**src/rtl/pe_conv_sequencer.sv**
```systemverilog
// Sequencer for one 1-D convolution pass over a PE scratchpad: reads weight/activation pairs,
// accumulates, writes each partial sum back. Define PE_SEQ_SATURATE_EN to saturate write-back.
module pe_conv_sequencer #(
  parameter int unsigned DATA_WIDTH    = 16,
  parameter int unsigned ADDRESS_WIDTH = 9,
  parameter int unsigned WEIGHT_BASE   = 0,
  parameter int unsigned ACT_BASE      = 100,
  parameter int unsigned PSUM_BASE     = 500,
  parameter int unsigned KERNEL_SIZE   = 3,
  parameter int unsigned ACT_SIZE      = 5
) (
  input  logic                     clk_i,
  input  logic                     reset_i,
  input  logic                     start_i,
  input  logic                     abort_i,
  output logic                     spad_read_enable_o,
  output logic [ADDRESS_WIDTH-1:0] spad_read_address_o,
  input  logic [DATA_WIDTH-1:0]    spad_read_data_i,
  output logic                     spad_write_enable_o,
  output logic [ADDRESS_WIDTH-1:0] spad_write_address_o,
  output logic [DATA_WIDTH-1:0]    spad_write_data_o,
  output logic                     busy_o,
  output logic                     done_o,
  output logic [ADDRESS_WIDTH-1:0] out_index_o
);

  localparam int unsigned NumOut = ACT_SIZE - KERNEL_SIZE + 1;
  localparam int unsigned AccW   = 2 * DATA_WIDTH + $clog2(KERNEL_SIZE) + 1;
  localparam int unsigned ProdW  = 2 * DATA_WIDTH;

  typedef enum logic [2:0] {StIdle, StRdW, StRdA, StMac, StWr, StFin} state_e;

  state_e                        state_q, state_d;
  logic [ADDRESS_WIDTH-1:0]      k_q, k_d;
  logic [ADDRESS_WIDTH-1:0]      o_q, o_d;
  logic signed [AccW-1:0]        acc_q, acc_d;
  logic signed [DATA_WIDTH-1:0]  w_q, w_d;
  logic signed [ProdW-1:0]       prod;
  logic [DATA_WIDTH-1:0]         narrow_acc;

  // Operands are sign-extended to the product width before multiplying.
  assign prod = ProdW'(w_q) * ProdW'($signed(spad_read_data_i));

`ifdef PE_SEQ_SATURATE_EN
  localparam logic signed [AccW-1:0] SatMax = {{(AccW-DATA_WIDTH+1){1'b0}},
                                              {(DATA_WIDTH-1){1'b1}}};
  localparam logic signed [AccW-1:0] SatMin = ~SatMax;

  always_comb begin
    if (acc_q > SatMax) begin
      narrow_acc = {1'b0, {(DATA_WIDTH-1){1'b1}}};
    end else if (acc_q < SatMin) begin
      narrow_acc = {1'b1, {(DATA_WIDTH-1){1'b0}}};
    end else begin
      narrow_acc = acc_q[DATA_WIDTH-1:0];
    end
  end
`else
  assign narrow_acc = acc_q[DATA_WIDTH-1:0];
`endif

  always_comb begin
    state_d              = state_q;
    k_d                  = k_q;
    o_d                  = o_q;
    acc_d                = acc_q;
    w_d                  = w_q;
    spad_read_enable_o   = 1'b0;
    spad_read_address_o  = '0;
    spad_write_enable_o  = 1'b0;
    spad_write_address_o = '0;
    spad_write_data_o    = '0;
    busy_o               = 1'b0;
    done_o               = 1'b0;

    unique case (state_q)
      StIdle: begin
        if (start_i && !abort_i) begin
          k_d     = '0;
          o_d     = '0;
          acc_d   = '0;
          state_d = StRdW;
        end
      end
      StRdW: begin
        busy_o              = 1'b1;
        spad_read_enable_o  = 1'b1;
        spad_read_address_o = ADDRESS_WIDTH'(WEIGHT_BASE) + k_q;
        state_d             = StRdA;
      end
      StRdA: begin
        busy_o              = 1'b1;
        w_d                 = $signed(spad_read_data_i);
        spad_read_enable_o  = 1'b1;
        spad_read_address_o = ADDRESS_WIDTH'(ACT_BASE) + o_q + k_q;
        state_d             = StMac;
      end
      StMac: begin
        busy_o = 1'b1;
        acc_d  = acc_q + AccW'(prod);
        if (k_q == ADDRESS_WIDTH'(KERNEL_SIZE - 1)) begin
          state_d = StWr;
        end else begin
          k_d     = k_q + 1'b1;
          state_d = StRdW;
        end
      end
      StWr: begin
        busy_o               = 1'b1;
        spad_write_enable_o  = 1'b1;
        spad_write_address_o = ADDRESS_WIDTH'(PSUM_BASE) + o_q;
        spad_write_data_o    = narrow_acc;
        acc_d                = '0;
        k_d                  = '0;
        if (o_q == ADDRESS_WIDTH'(NumOut - 1)) begin
          state_d = StFin;
        end else begin
          o_d     = o_q + 1'b1;
          state_d = StRdW;
        end
      end
      StFin: begin
        done_o  = 1'b1;
        state_d = StIdle;
      end
      default: state_d = StIdle;
    endcase

    // Abort cancels the pass outright, including a write that would land this cycle.
    if (abort_i && busy_o) begin
      state_d              = StIdle;
      k_d                  = '0;
      o_d                  = '0;
      acc_d                = '0;
      spad_write_enable_o  = 1'b0;
      spad_write_address_o = '0;
      spad_write_data_o    = '0;
    end
  end

  assign out_index_o = o_q;

  always_ff @(posedge clk_i or posedge reset_i) begin
    if (reset_i) begin
      state_q <= StIdle;
      k_q     <= '0;
      o_q     <= '0;
      acc_q   <= '0;
      w_q     <= '0;
    end else begin
      state_q <= state_d;
      k_q     <= k_d;
      o_q     <= o_d;
      acc_q   <= acc_d;
      w_q     <= w_d;
    end
  end

endmodule

```
**config.mk**
```make
export PLATFORM = sky130hd
export DESIGN_NAME = pe_conv_sequencer
export DESIGN_NICKNAME = d
export VERILOG_FILES = /design/src/rtl/pe_conv_sequencer.sv
export SDC_FILE = /design/constraint.sdc
export NUM_CORES = 1
export LEC_CHECK = 0
export CAP_MARGIN = 20
export CELL_PAD_IN_SITES_DETAIL_PLACEMENT = 1
export CELL_PAD_IN_SITES_GLOBAL_PLACEMENT = 1
export CORE_MARGIN = 4
export CORE_UTILIZATION = 46
export DETAILED_ROUTE_END_ITERATION = 10
export PLACE_DENSITY_LB_ADDON = 0.1
export SETUP_SLACK_MARGIN = 0.5
export SLEW_MARGIN = 10
export SYNTH_ARGS = -nofsm -noshare
export SYNTH_HDL_FRONTEND = slang
export SYNTH_SLANG_ARGS = --single-unit
```
**constraint.sdc**
```tcl
create_clock -name clk_i -period 5.9 [get_ports clk_i]
set_input_delay 0.59 -clock clk_i [delete_from_list [all_inputs] [get_ports clk_i]]
set_output_delay 0.59 -clock clk_i [all_outputs]
set_load 0.1 [all_outputs]
```
After elaboration in Yosys (flattened, before gate mapping) --
Index checks and enable logic that the tools add are counted.
Word-level totals: word-level logic and storage cells 58, register bits 72, output and inout bits 47
Operators by class: reductions and logical operators 11, $add $sub $neg 6, $mul 1, equality and inequality tests 10, mux-type cells 25
Operators with widths (number):
- 35-bit case mux with 3 select lines | 1
- 35-bit 2-to-1 mux | 2
- 9-bit 2-to-1 mux | 7
- 9-bit case mux with 2 select lines | 2
- 35-bit by 32-bit adder with 35-bit output | 1
- 16-bit by 16-bit multiplier with 32-bit output | 1
- 16-bit 2-to-1 mux | 2
- 9-bit case mux with 3 select lines | 1
- 9-bit by 1-bit adder with 9-bit output (second input constant) | 2
- 9-bit by 2-bit == test with 1-bit output (second input constant) | 2
- 3-bit case mux with 5 select lines | 1
- 3-bit 2-to-1 mux | 4
- 7-bit by 9-bit adder with 9-bit output (first input constant) | 1
- 9-bit adder | 1
- 9-bit adder (first input constant) | 1
- 3-bit inequality test (second input constant) | 3
- 3-bit by 2-bit == test with 1-bit output (second input constant) | 2
- 3-bit == test (second input constant) | 2
- 3-bit AND reduction | 2
- 1-bit 2-to-1 mux | 5
- 4-bit nonzero test | 1
- 4-bit OR reduction | 1
- 3-bit by 1-bit == test with 1-bit output (second input constant) | 1
- 3-bit zero test | 1
- other kinds (5) | 6

Longest topological paths before layout --
Gate-level depths: netlist (run 1).
word-level depth 6, gate-level depth with buffers 20

Least setup slack after synthesis (run 1) --
Ideal clock, no wire load.
path kind input to register, start point input spad_read_data_i[6], end point register acc_q[15], data required time 5.779 ns, buffers on the path 1, setup time 0.121 ns, setup slack 0.565 ns, stages on the path 18, data arrival time 5.214 ns, cells stage by stage clkbuf_1 -> and2_1 -> fa_1 -> inv_1 -> fa_1 -> inv_1 -> fa_1 -> fa_1 -> fa_1 -> inv_1 -> fa_1 -> inv_1 -> ha_1 -> o21a_1 -> o21ai_0 -> o2bb2ai_1 -> xor2_1 -> a22o_1
Between the ends: word-level cells in the longest chain between the ends 4
Ends and longest elaborated chain:
- start, declared | RTL line 18 | input logic [DATA_WIDTH-1:0] spad_read_data_i,
- 16-bit by 16-bit multiplier with 32-bit output | RTL line 42 | assign prod = ProdW'(w_q) * ProdW'($signed(spad_read_data_i));
- 35-bit by 32-bit adder with 35-bit output | RTL line 100 | acc_d = acc_q + AccW'(prod);
- 35-bit case mux with 3 select lines | RTL line 76 | unique case (state_q)
- 35-bit 2-to-1 mux | RTL line 130 | if (abort_i && busy_o) begin
- end signal, assigned | RTL line 148 | acc_q <= '0;
- end signal, assigned | RTL line 154 | acc_q <= acc_d;
- end, declared | RTL line 36 | logic signed [AccW-1:0] acc_q, acc_d;
Every way passes these cells. A chain may end at the register's enable or synchronous reset.

Final worst setup path (run 1) --
start point register w_q[7], end point register acc_q[13]
Between the ends: word-level cells in the longest chain between the ends 4
Ends and longest elaborated chain:
- start, declared | RTL line 37 | logic signed [DATA_WIDTH-1:0] w_q, w_d;
- start signal, assigned | RTL line 155 | w_q <= w_d;
- 16-bit by 16-bit multiplier with 32-bit output | RTL line 42
- 35-bit by 32-bit adder with 35-bit output | RTL line 100
- 35-bit case mux with 3 select lines | RTL line 76
- 35-bit 2-to-1 mux | RTL line 130
Every way passes these cells.

==> metrics.txt, run 1 <==
Setup Skew=0.01763 ns; fin nets=1194; RSZ-0062 raised after global routing=no; Post-Synthesis Cells=895; ys flop type=dfrtp_1; global route overflow=0; global-route wire length before repair=38050 um; dpl ws=-0.3072 ns; post-route ant nets=0; r2r worst-path depth=20; hpwl dp=18170 um; vias per std cell=5.262; Setup CP Type=reg -> reg; Multi-input gate area=0.005797 mm^2; setup slack, reg-to-reg=0.57 ns; Achievable Freq=187.5 MHz; ant diodes=0; Rel. slew slack=26.31%; GR Util All Layers=24.58%; drt drc=0; Worst Setup EP=acc_q[13]$_DFFE_PP0P_; First DRT Iteration DRCs=229; pin count of the biggest net entering global routing=54; row count=47; outcome=finished, final reports clean; post-synth cell types=55; crit path launch type=flop; Worst-Margin Slew=1.105 ns; synth warn=0; initial antenna violation count=0; reg2reg start=w_q[7]$_DFFE_PP0N_; crit-path max FO=2; leading cell types in the layout, fill and taps excluded=inv_1 (193), and2_1 (97), fa_1 (92), ha_1 (79), nand2_1 (72); r2r endpoint=acc_q[13]$_DFFE_PP0P_; Vias=6388; post-synth top area share=23.85%; P&R area growth vs syn=20.07%; Setup crit start=w_q[7]$_DFFE_PP0N_; fillcell total=1970; H-tree levels=2; Hold Crit Class=reg -> reg; Post-synth EDFFs=0; clock sinks=53; Die W=139.0 um; Clk pin slew, worst setup/hold paths=0.10 ns; hold buffers post-CTS=0; Synth area leader=fa_1; CP required=6.06 ns; Initial Util=47.25%; top cells by area, synth=fa_1 (24%), dfrtp_1 (17%), ha_1 (14%), inv_1 (9.6%), and2_1 (7.9%); Worst Path Arrival=5.49 ns; die height=139.0 um; CTS tree=yes; Final Hold Vio Count=0; pins over their slew limit=0; post-synthesis cell area=0.007891 mm^2; die area=0.01931 mm^2; final setup fails=0; number of max-cap violations=0; total CTS buffers=5; period utilization=90.40%; ys async rst share=100.0%; synthesis-stage register bit count=53; Final min period=5.333 ns; Final GP Congestion=0.8749; sequential share of the synthesized area=16.81%; most common cell after layout, fill and taps aside=inv_1; Synthesized Nets=1096; first-pass detailed-route iteration total=4; WL final=23900 um; Max Root-Sink Buffers=2; Root Buffer=clkbuf_16; vias in the first global route=7222; IO buf count=66; Crit. End Element=flop; layout cells sized above 1=13.48%; FF+latch area=0.001336 mm^2; top-level I/O count=67; drt wl/cell=19.69 um; worst-skew pair later-pin latency=0.32 ns; Worst Setup Slack, final=0.5666 ns; CORE AREA=0.01670 mm^2; synthesized area per cell=8.817 um^2
[stage by stage]
stage / TNS [ns] / utilization (%) / hold WS, ns / cell area (um^2) / std cells
2_1_floorplan: 0 / - / 0.4697 / 7891 / 895
3_3_place_gp: -0.09998 / 53.69 / 0.4990 / 8967 / 1182
3_5_place_dp: -0.7479 / 53.69 / 0.5195 / 8967 / 1182
4_1_cts: 0 / 55.00 / 0.5387 / 9185 / 1190
5_1_grt: 0 / 56.74 / 0.5701 / 9475 / 1214
6_report: 0 / 56.74 / 0.5339 / 9475 / 1214
[Yosys cell counts (2+ instances only)]
library cell	number
buf_2	4
inv_1	201
and2_1	100
a22oi_1	5
mux2_1	4
nor3_1	7
a22o_1	8
xnor2_1	40
clkbuf_1	27
nor4_1	2
dfrtp_1	53
and2_2	7
a211oi_1	2
nand2_1	72
nand2_2	3
nor2b_1	6
xnor3_1	2
ha_1	87
xor2_1	13
a31oi_1	3
mux2_2	12
nand3_1	6
or3_1	3
fa_1	94
and4_1	4
xnor2_2	2
nor2_1	36
o31ai_1	4
o21ai_0	10
nand2b_1	4
nand4_1	4
a21o_1	6
o21ai_1	21
o21a_1	5
a21oi_1	18
[area by class of cell]
cell class	instances	share of cell area [%]
Clock buffer	5	1.320
Clock inverter	3	0.3565
Inverter	201	7.963
Multi-Input combinational cell	608	61.18
Sequential cell	53	14.10
Tap cell	220	2.905
Timing Repair Buffer	124	12.17
[worst max-delay path, cell delays in order (launching register included)]
cell and delay, ns:
dfrtp_2 0.44, buf_4 0.14, and2_4 0.15, fa_1 0.54, inv_1 0.07, fa_1 0.56, inv_2 0.06, ha_4 0.15
fa_1 0.46, fa_1 0.55, inv_1 0.05, fa_1 0.49, inv_2 0.05, ha_4 0.23, o21a_1 0.10, o21a_1 0.17
o22a_1 0.24, a21o_1 0.23, a21oi_2 0.17, xor2_1 0.22, o21ai_1 0.10
[worst min path at each step]
stage | startpoint | endpoint | slack (ns) | depth (start not counted)
after detailed placement | w_q[15]$_DFFE_PP0N_ | w_q[15]$_DFFE_PP0N_ | 0.52 | 1
after CTS | w_q[15]$_DFFE_PP0N_ | w_q[15]$_DFFE_PP0N_ | 0.54 | 1
after global routing | w_q[15]$_DFFE_PP0N_ | w_q[15]$_DFFE_PP0N_ | 0.57 | 1
final | acc_q[5]$_DFFE_PP0P_ | acc_q[5]$_DFFE_PP0P_ | 0.53 | 2
after floorplan | acc_q[10]$_DFFE_PP0P_ | acc_q[10]$_DFFE_PP0P_ | 0.47 | 2
after global placement | acc_q[5]$_DFFE_PP0P_ | acc_q[5]$_DFFE_PP0P_ | 0.50 | 2
[routing by layer]
metal / GRT usage [%] / wire (um)
met5: 0 / 0
met4: 7.106 / 580
met3: 3.793 / 844
met2: 44.39 / 12570
met1: 30.40 / 9902
[flip-flops by register name (all words and copies together), names as in the netlist]
| signal | cells |
|---|---|
| out_index_o | 9 |
| w_q | 16 |
| acc_q | 16 |
| state_q | 3 |
| k_q | 9 |
[cell families (layout without fill, tap and decap cells)]
| logic type | after synthesis | after routing | synth area share, % |
|---|---|---|---|
| AND/OR/NAND/NOR | 260 | 260 | 17.38 |
| adder cells (fa/ha/maj) | 182 | 182 | 37.77 |
| flip-flops | 53 | 53 | 16.81 |
| multiplexers | 17 | 17 | 2.410 |
| AO/OA/AOI/OAI | 92 | 92 | 7.437 |
| XOR/XNOR | 57 | 57 | 6.865 |
| buffers and inverters | 234 | 333 | 11.34 |
[timing repair]
action | in CTS | in global routing
cloned | 0 | 2
gates resized for setup | 30 | 37
pin swaps | 16 | 39
setup buffers | 0 | 22
endpoints found under the setup margin | 6 | 4
Power of run 1 is not shown: default switching activity piles up to over one toggle a cycle in this logic, so the estimate is an artifact.
==> run 2: changes to the inputs <==
--- a/config.mk
+++ b/config.mk
@@ -11,7 +11,7 @@
 export CORE_MARGIN = 4
 export CORE_UTILIZATION = 46
 export DETAILED_ROUTE_END_ITERATION = 10
-export PLACE_DENSITY_LB_ADDON = 0.1
+export PLACE_DENSITY = 0.79
 export SETUP_SLACK_MARGIN = 0.5
 export SLEW_MARGIN = 10
 export SYNTH_ARGS = -nofsm -noshare
==> run 2 against run 1 <==
Die area did not move. Sequential cell count stayed put. Final area rose by 1.1%. Clock skew down 0.0066 ns. Non-clock buffer count grew 7. Sequential share of layout area shrank 0.17 points. Count of clock-buffer cells in the layout increased by 1. Fmax decreased by 0.29%. Global-route usage up 0.75 points. Core utilization grew 0.63 points. Wire length up 5.4%. Setup slack lost 0.015 ns. Critical endpoint is now acc_q[15]$_DFFE_PP0P_.
==> metrics.txt, run 2 (synthesized netlist as in run 1, its figures left out) <==
leading cell types in the layout, fill and taps excluded=inv_1 (198), and2_1 (95), fa_1 (92), ha_1 (77), nand2_1 (72); Setup CP Type=in -> reg; Crit. End Element=flop; Vias=6562; final setup TNS=0 ns; vias per std cell=5.370; number of max-cap violations=0; global route overflow=0; crit-path max FO=6; row count=47; drt wl/cell=20.62 um; First DRT Iteration DRCs=322; global-route wire length before repair=38810 um; fin area=0.009580 mm^2; setup slack, reg-to-reg=0.63 ns; CTS tree=yes; first-pass detailed-route iteration total=4; Max Root-Sink Buffers=2; total CTS buffers=5; hold buffers post-CTS=0; RSZ-0062 raised after global routing=no; CORE AREA=0.01670 mm^2; outcome=finished, final reports clean; Rel. slew slack=32.18%; hpwl dp=17880 um; clock sinks=53; die height=139.0 um; reg2reg start=w_q[4]$_DFFE_PP0N_; Worst-Margin Slew=1.017 ns; hold slack=0.5335 ns; vias in the first global route=7282; Initial Util=47.25%; WL final=25190 um; initial antenna violation count=0; period utilization=90.66%; die area=0.01931 mm^2; final setup fails=0; CP required=6.12 ns; GR Util All Layers=25.33%; Root Buffer=clkbuf_16; r2r endpoint=acc_q[13]$_DFFE_PP0P_; pin count of the biggest net entering global routing=54; crit-path max cell delay=0.58 ns; Hold Crit Class=reg -> reg; Die W=139.0 um; CP Cell Sequence=clkdlybuf4s50_1 -> buf_6 -> nand2_1 -> fa_1 -> inv_1 -> fa_1 -> inv_1 -> fa_1 -> fa_1 -> fa_1 -> fa_2 -> xor2_2 -> xnor2_1 -> xnor2_1 -> xnor2_1 -> xnor3_1 -> xor2_1 -> a22o_1; Worst Hold End=acc_q[0]$_DFFE_PP0P_; P&R area growth vs syn=21.40%; crit path max-delay cell type=fa_1; H-tree levels=2; fin nets=1201; IO buf count=66; top-level I/O count=67; Final Hold Vio Count=0; Final GP Congestion=0.8612; crit path launch type=primary input; placed instance area=0.009007 mm^2; worst hold path stage count=1; Clk pin slew, worst setup/hold paths=0.09 ns; layout cells sized above 1=14.19%; Core Util, Final=57.36%; Worst path most repeated cell=fa_1; HP Start=acc_q[0]$_DFFE_PP0P_; biggest regs=acc_q (16), w_q (16); post-route ant nets=0; Setup Skew=0.01102 ns; worst-skew pair later-pin latency=0.32 ns; drt drc=0; pins over their slew limit=0; r2r worst-path depth=18; Final min period=5.349 ns; most common cell after layout, fill and taps aside=inv_1; Achievable Freq=187.0 MHz; Worst Path Arrival=5.57 ns
[run 2: metal layers]
metal | part of all wire, % | up-vias | wire length (um) | GRT usage [%]
met4 | 3.7 | 0 | 920 | 9.732
met1 | 39 | 3334 | 9715 | 31.19
met5 | 0 | - | 0 | 0
li1 | - | 2959 | - | -
met2 | 51 | 207 | 12970 | 44.52
met3 | 6.3 | 62 | 1586 | 4.207
[run 2: timing repair]
item / 4_1_cts / 5_1_grt
pin swaps: 25 / 34
gates cloned: 3 / 0
endpoints found under the hold margin: 0 / 0
gates resized for setup: 32 / 36
setup endpoints to repair: 5 / 7
buffers inserted: 7 / 14
[run 2: how the worst max path moves through the flow]
stage,startpoint,end,cells past startpoint
floorplan,spad_read_data_i[6],acc_q[15]$_DFFE_PP0P_,18
global placement,spad_read_data_i[5],acc_q[13]$_DFFE_PP0P_,20
detailed placement,spad_read_data_i[6],acc_q[15]$_DFFE_PP0P_,21
CTS,spad_read_data_i[6],acc_q[15]$_DFFE_PP0P_,21
global route,w_q[4]$_DFFE_PP0N_,acc_q[15]$_DFFE_PP0P_,18
finish,spad_read_data_i[7],acc_q[15]$_DFFE_PP0P_,18
[run 2: stage by stage]
step                      setup slack (ns)  cells
final                               0.5512   1222
after global routing                0.4264   1221
after CTS                           0.5029   1207
after detailed placement           -0.1098   1189
after global placement             0.04306   1189
after floorplan                     0.5647    895
[run 2: critical path, delay by kind of cell]
kind / cells / cell delay (ns)
AOI/OAI and AO/OA: 1 / 0.17
xor gates and xnor gates: 6 / 1.10
adders and majority gates: 6 / 2.77
buffers and inverters: 4 / 0.83
and+or+nand+nor: 1 / 0.09
[run 2: final cells by class]
class	instances	area, um^2
clock buffers	6	138.9
inverters	201	754.5
diodes	1	2.502
well taps	220	275.3
multi-input cells	608	5861
fillers	1972	7121
repair buffers	131	1196
flip-flops and latches	53	1335
clock inverters	2	17.52
Power of run 2 is left out for the same reason.
==> run 3: changes to the inputs <==
--- a/config.mk
+++ b/config.mk
@@ -9,9 +9,10 @@
 export CELL_PAD_IN_SITES_DETAIL_PLACEMENT = 1
 export CELL_PAD_IN_SITES_GLOBAL_PLACEMENT = 1
 export CORE_MARGIN = 4
-export CORE_UTILIZATION = 46
+export CORE_UTILIZATION = 25
 export DETAILED_ROUTE_END_ITERATION = 10
-export PLACE_DENSITY = 0.79
+export PLACE_DENSITY = 0.47
+export REMOVE_ABC_BUFFERS = 1
 export SETUP_SLACK_MARGIN = 0.5
 export SLEW_MARGIN = 10
 export SYNTH_ARGS = -nofsm -noshare
==> run 3 against run 2 <==
Via count decreased by 5.9%. Hold slack improved by 0.0077 ns. Fmax increased by 3.2%. Clock skew decreased by 0.0034 ns. Die area increased by 78%. Non-clock buffer count increased by 4. Final area increased by 2.9%. Critical path depth increased by 3. Register-to-register slack improved by 0.09 ns. Wire length increased by 1.4%. Count of clock-buffer cells in the layout decreased by 1.
==> metrics.txt, run 3 (synthesized netlist as in run 1, its figures left out) <==
CORE AREA=0.03083 mm^2; die area=0.03447 mm^2; final setup fails=0; fin nets=1205; die height=185.7 um; Setup CP Type=in -> reg; max layer used=met4; RSZ-0062 raised after global routing=no; P&R area growth vs syn=24.92%; hold buffers post-CTS=0; Final Hold Vio Count=0; top-level I/O count=67; Vias=6175; CP required=6.07 ns; crit path max-delay cell type=fa_1; Setup crit start=spad_read_data_i[6]; met3 wire length=502 um; vias per std cell=4.408; ant diodes=0; Final GP Congestion=0.7661; r2r worst-path depth=17; period utilization=87.87%; dpl ws=-0.1750 ns; WL final=25550 um; most common cell after layout, fill and taps aside=inv_1; Worst Setup EP=acc_q[13]$_DFFE_PP0P_; Crit. End Element=flop; outcome=finished, final reports clean; drt wl/cell=18.24 um; Worst-Margin Slew=0.9907 ns; post-route ant nets=0; crit-path max cell delay=0.54 ns; crit-path max FO=4; first-pass detailed-route iteration total=4; row count=64; IO buf count=66; Hold Crit Class=reg -> reg; leading cell types in the layout, fill and taps excluded=inv_1 (196), and2_1 (94), fa_1 (91), ha_1 (76), nand2_1 (72); biggest regs=acc_q (16), w_q (16); r2r endpoint=acc_q[14]$_DFFE_PP0P_; hpwl dp=19630 um; Root Buffer=clkbuf_16; met2 wire len=12340 um; H-tree levels=2; GR Util All Layers=15.27%; drt drc=0; Worst Path Arrival=5.35 ns; layout cells sized above 1=16.12%; CTS tree=yes; Clk pin slew, worst setup/hold paths=0.08 ns; crit path launch type=primary input; pin count of the biggest net entering global routing=54; total CTS buffers=5; initial antenna violation count=0; Rel. slew slack=33.75%; Final min period=5.185 ns; Initial Util=25.60%; HP Start=w_q[15]$_DFFE_PP0N_; global-route wire length before repair=40340 um; pins over their slew limit=0; Max Root-Sink Buffers=2; clock sinks=53; vias in the first global route=6807; Worst path most repeated cell=fa_1; number of max-cap violations=0; CP Cell Sequence=clkbuf_2 -> clkbuf_16 -> buf_4 -> nand2_1 -> fa_1 -> inv_1 -> fa_1 -> ha_2 -> fa_1 -> inv_1 -> fa_1 -> fa_1 -> inv_1 -> ha_4 -> o21a_1 -> o21a_1 -> o22a_1 -> a21o_1 -> a21oi_2 -> xor2_1 -> o21ai_1; reg2reg start=w_q[9]$_DFFE_PP0N_; Worst Setup Slack, final=0.7154 ns; worst-skew pair later-pin latency=0.31 ns; global route overflow=0; Die W=185.7 um; Metal-1 WL=12400 um; Achievable Freq=192.9 MHz; Setup Skew=0.007645 ns; setup slack, reg-to-reg=0.72 ns; First DRT Iteration DRCs=196
## run 3: cell count changes in the layout (fill, tap and decap cells not counted), sizes merged
cell / previous run / this run
buf: 65 / 82
clkdlybuf4s50: 57 / 40
clkbuf: 10 / 14
bufinv: 0 / 1
diode: 1 / 0
dlygate4sd2: 2 / 1
## run 3: area by class of cell
class | instances | area, um^2
well taps | 396 | 495.5
repair buffers | 135 | 1265
clock buffers | 5 | 125.1
multi-input cells | 608 | 5843
fillers | 3567 | 20970
flip-flops and latches | 53 | 1331
inverters | 201 | 754.5
clock inverters | 3 | 43.79
## run 3: worst max-delay path, delay by kind of cell
kind                       cells  cell delay, ns
adders and majority gates      7            2.86
AOI/OAI and AO/OA              6            1.01
buffers and inverters          6            0.65
xor gates and xnor gates       1            0.16
and+or+nand+nor                1            0.07
## run 3: timing repair
item,CTS,global route
pin swaps,14,34
setup endpoints to repair,4,5
buffers inserted,10,7
gates resized for setup,22,42
gates cloned,0,3
## run 3: metrics by stage
| step | hold slack [ns] | std cells | instance area, um^2 | utilization (%) | setup TNS [ns] |
|---|---|---|---|---|---|
| 2_1_floorplan | 0.4697 | 862 | 7751 | - | 0 |
| 3_3_place_gp | 0.5146 | 1373 | 9298 | 30.16 | -0.1757 |
| 3_5_place_dp | 0.5230 | 1373 | 9298 | 30.16 | -0.2478 |
| 4_1_cts | 0.5425 | 1391 | 9627 | 31.23 | 0 |
| 5_1_grt | 0.5636 | 1401 | 9858 | 31.98 | 0 |
| 6_report | 0.5412 | 1401 | 9858 | 31.98 | 0 |
## run 3: layer usage
| layer | vias to the layer above | GRT usage, % |
|---|---|---|
| met3 | 16 | 1.739 |
| li1 | 2962 | - |
| met4 | 0 | 2.099 |
| met5 | - | 0 |
| met1 | 3128 | 21.31 |
| met2 | 69 | 26.20 |
## run 3: worst min path at each step
stage | cells past startpoint | slack, ns | endpoint
after CTS | 1 | 0.54 | w_q[15]$_DFFE_PP0N_
after detailed placement | 1 | 0.52 | w_q[15]$_DFFE_PP0N_
after global placement | 1 | 0.51 | w_q[15]$_DFFE_PP0N_
after global routing | 1 | 0.56 | w_q[15]$_DFFE_PP0N_
after floorplan | 2 | 0.47 | acc_q[10]$_DFFE_PP0P_
final | 1 | 0.54 | w_q[15]$_DFFE_PP0N_
Power of run 3 is left out for the same reason.
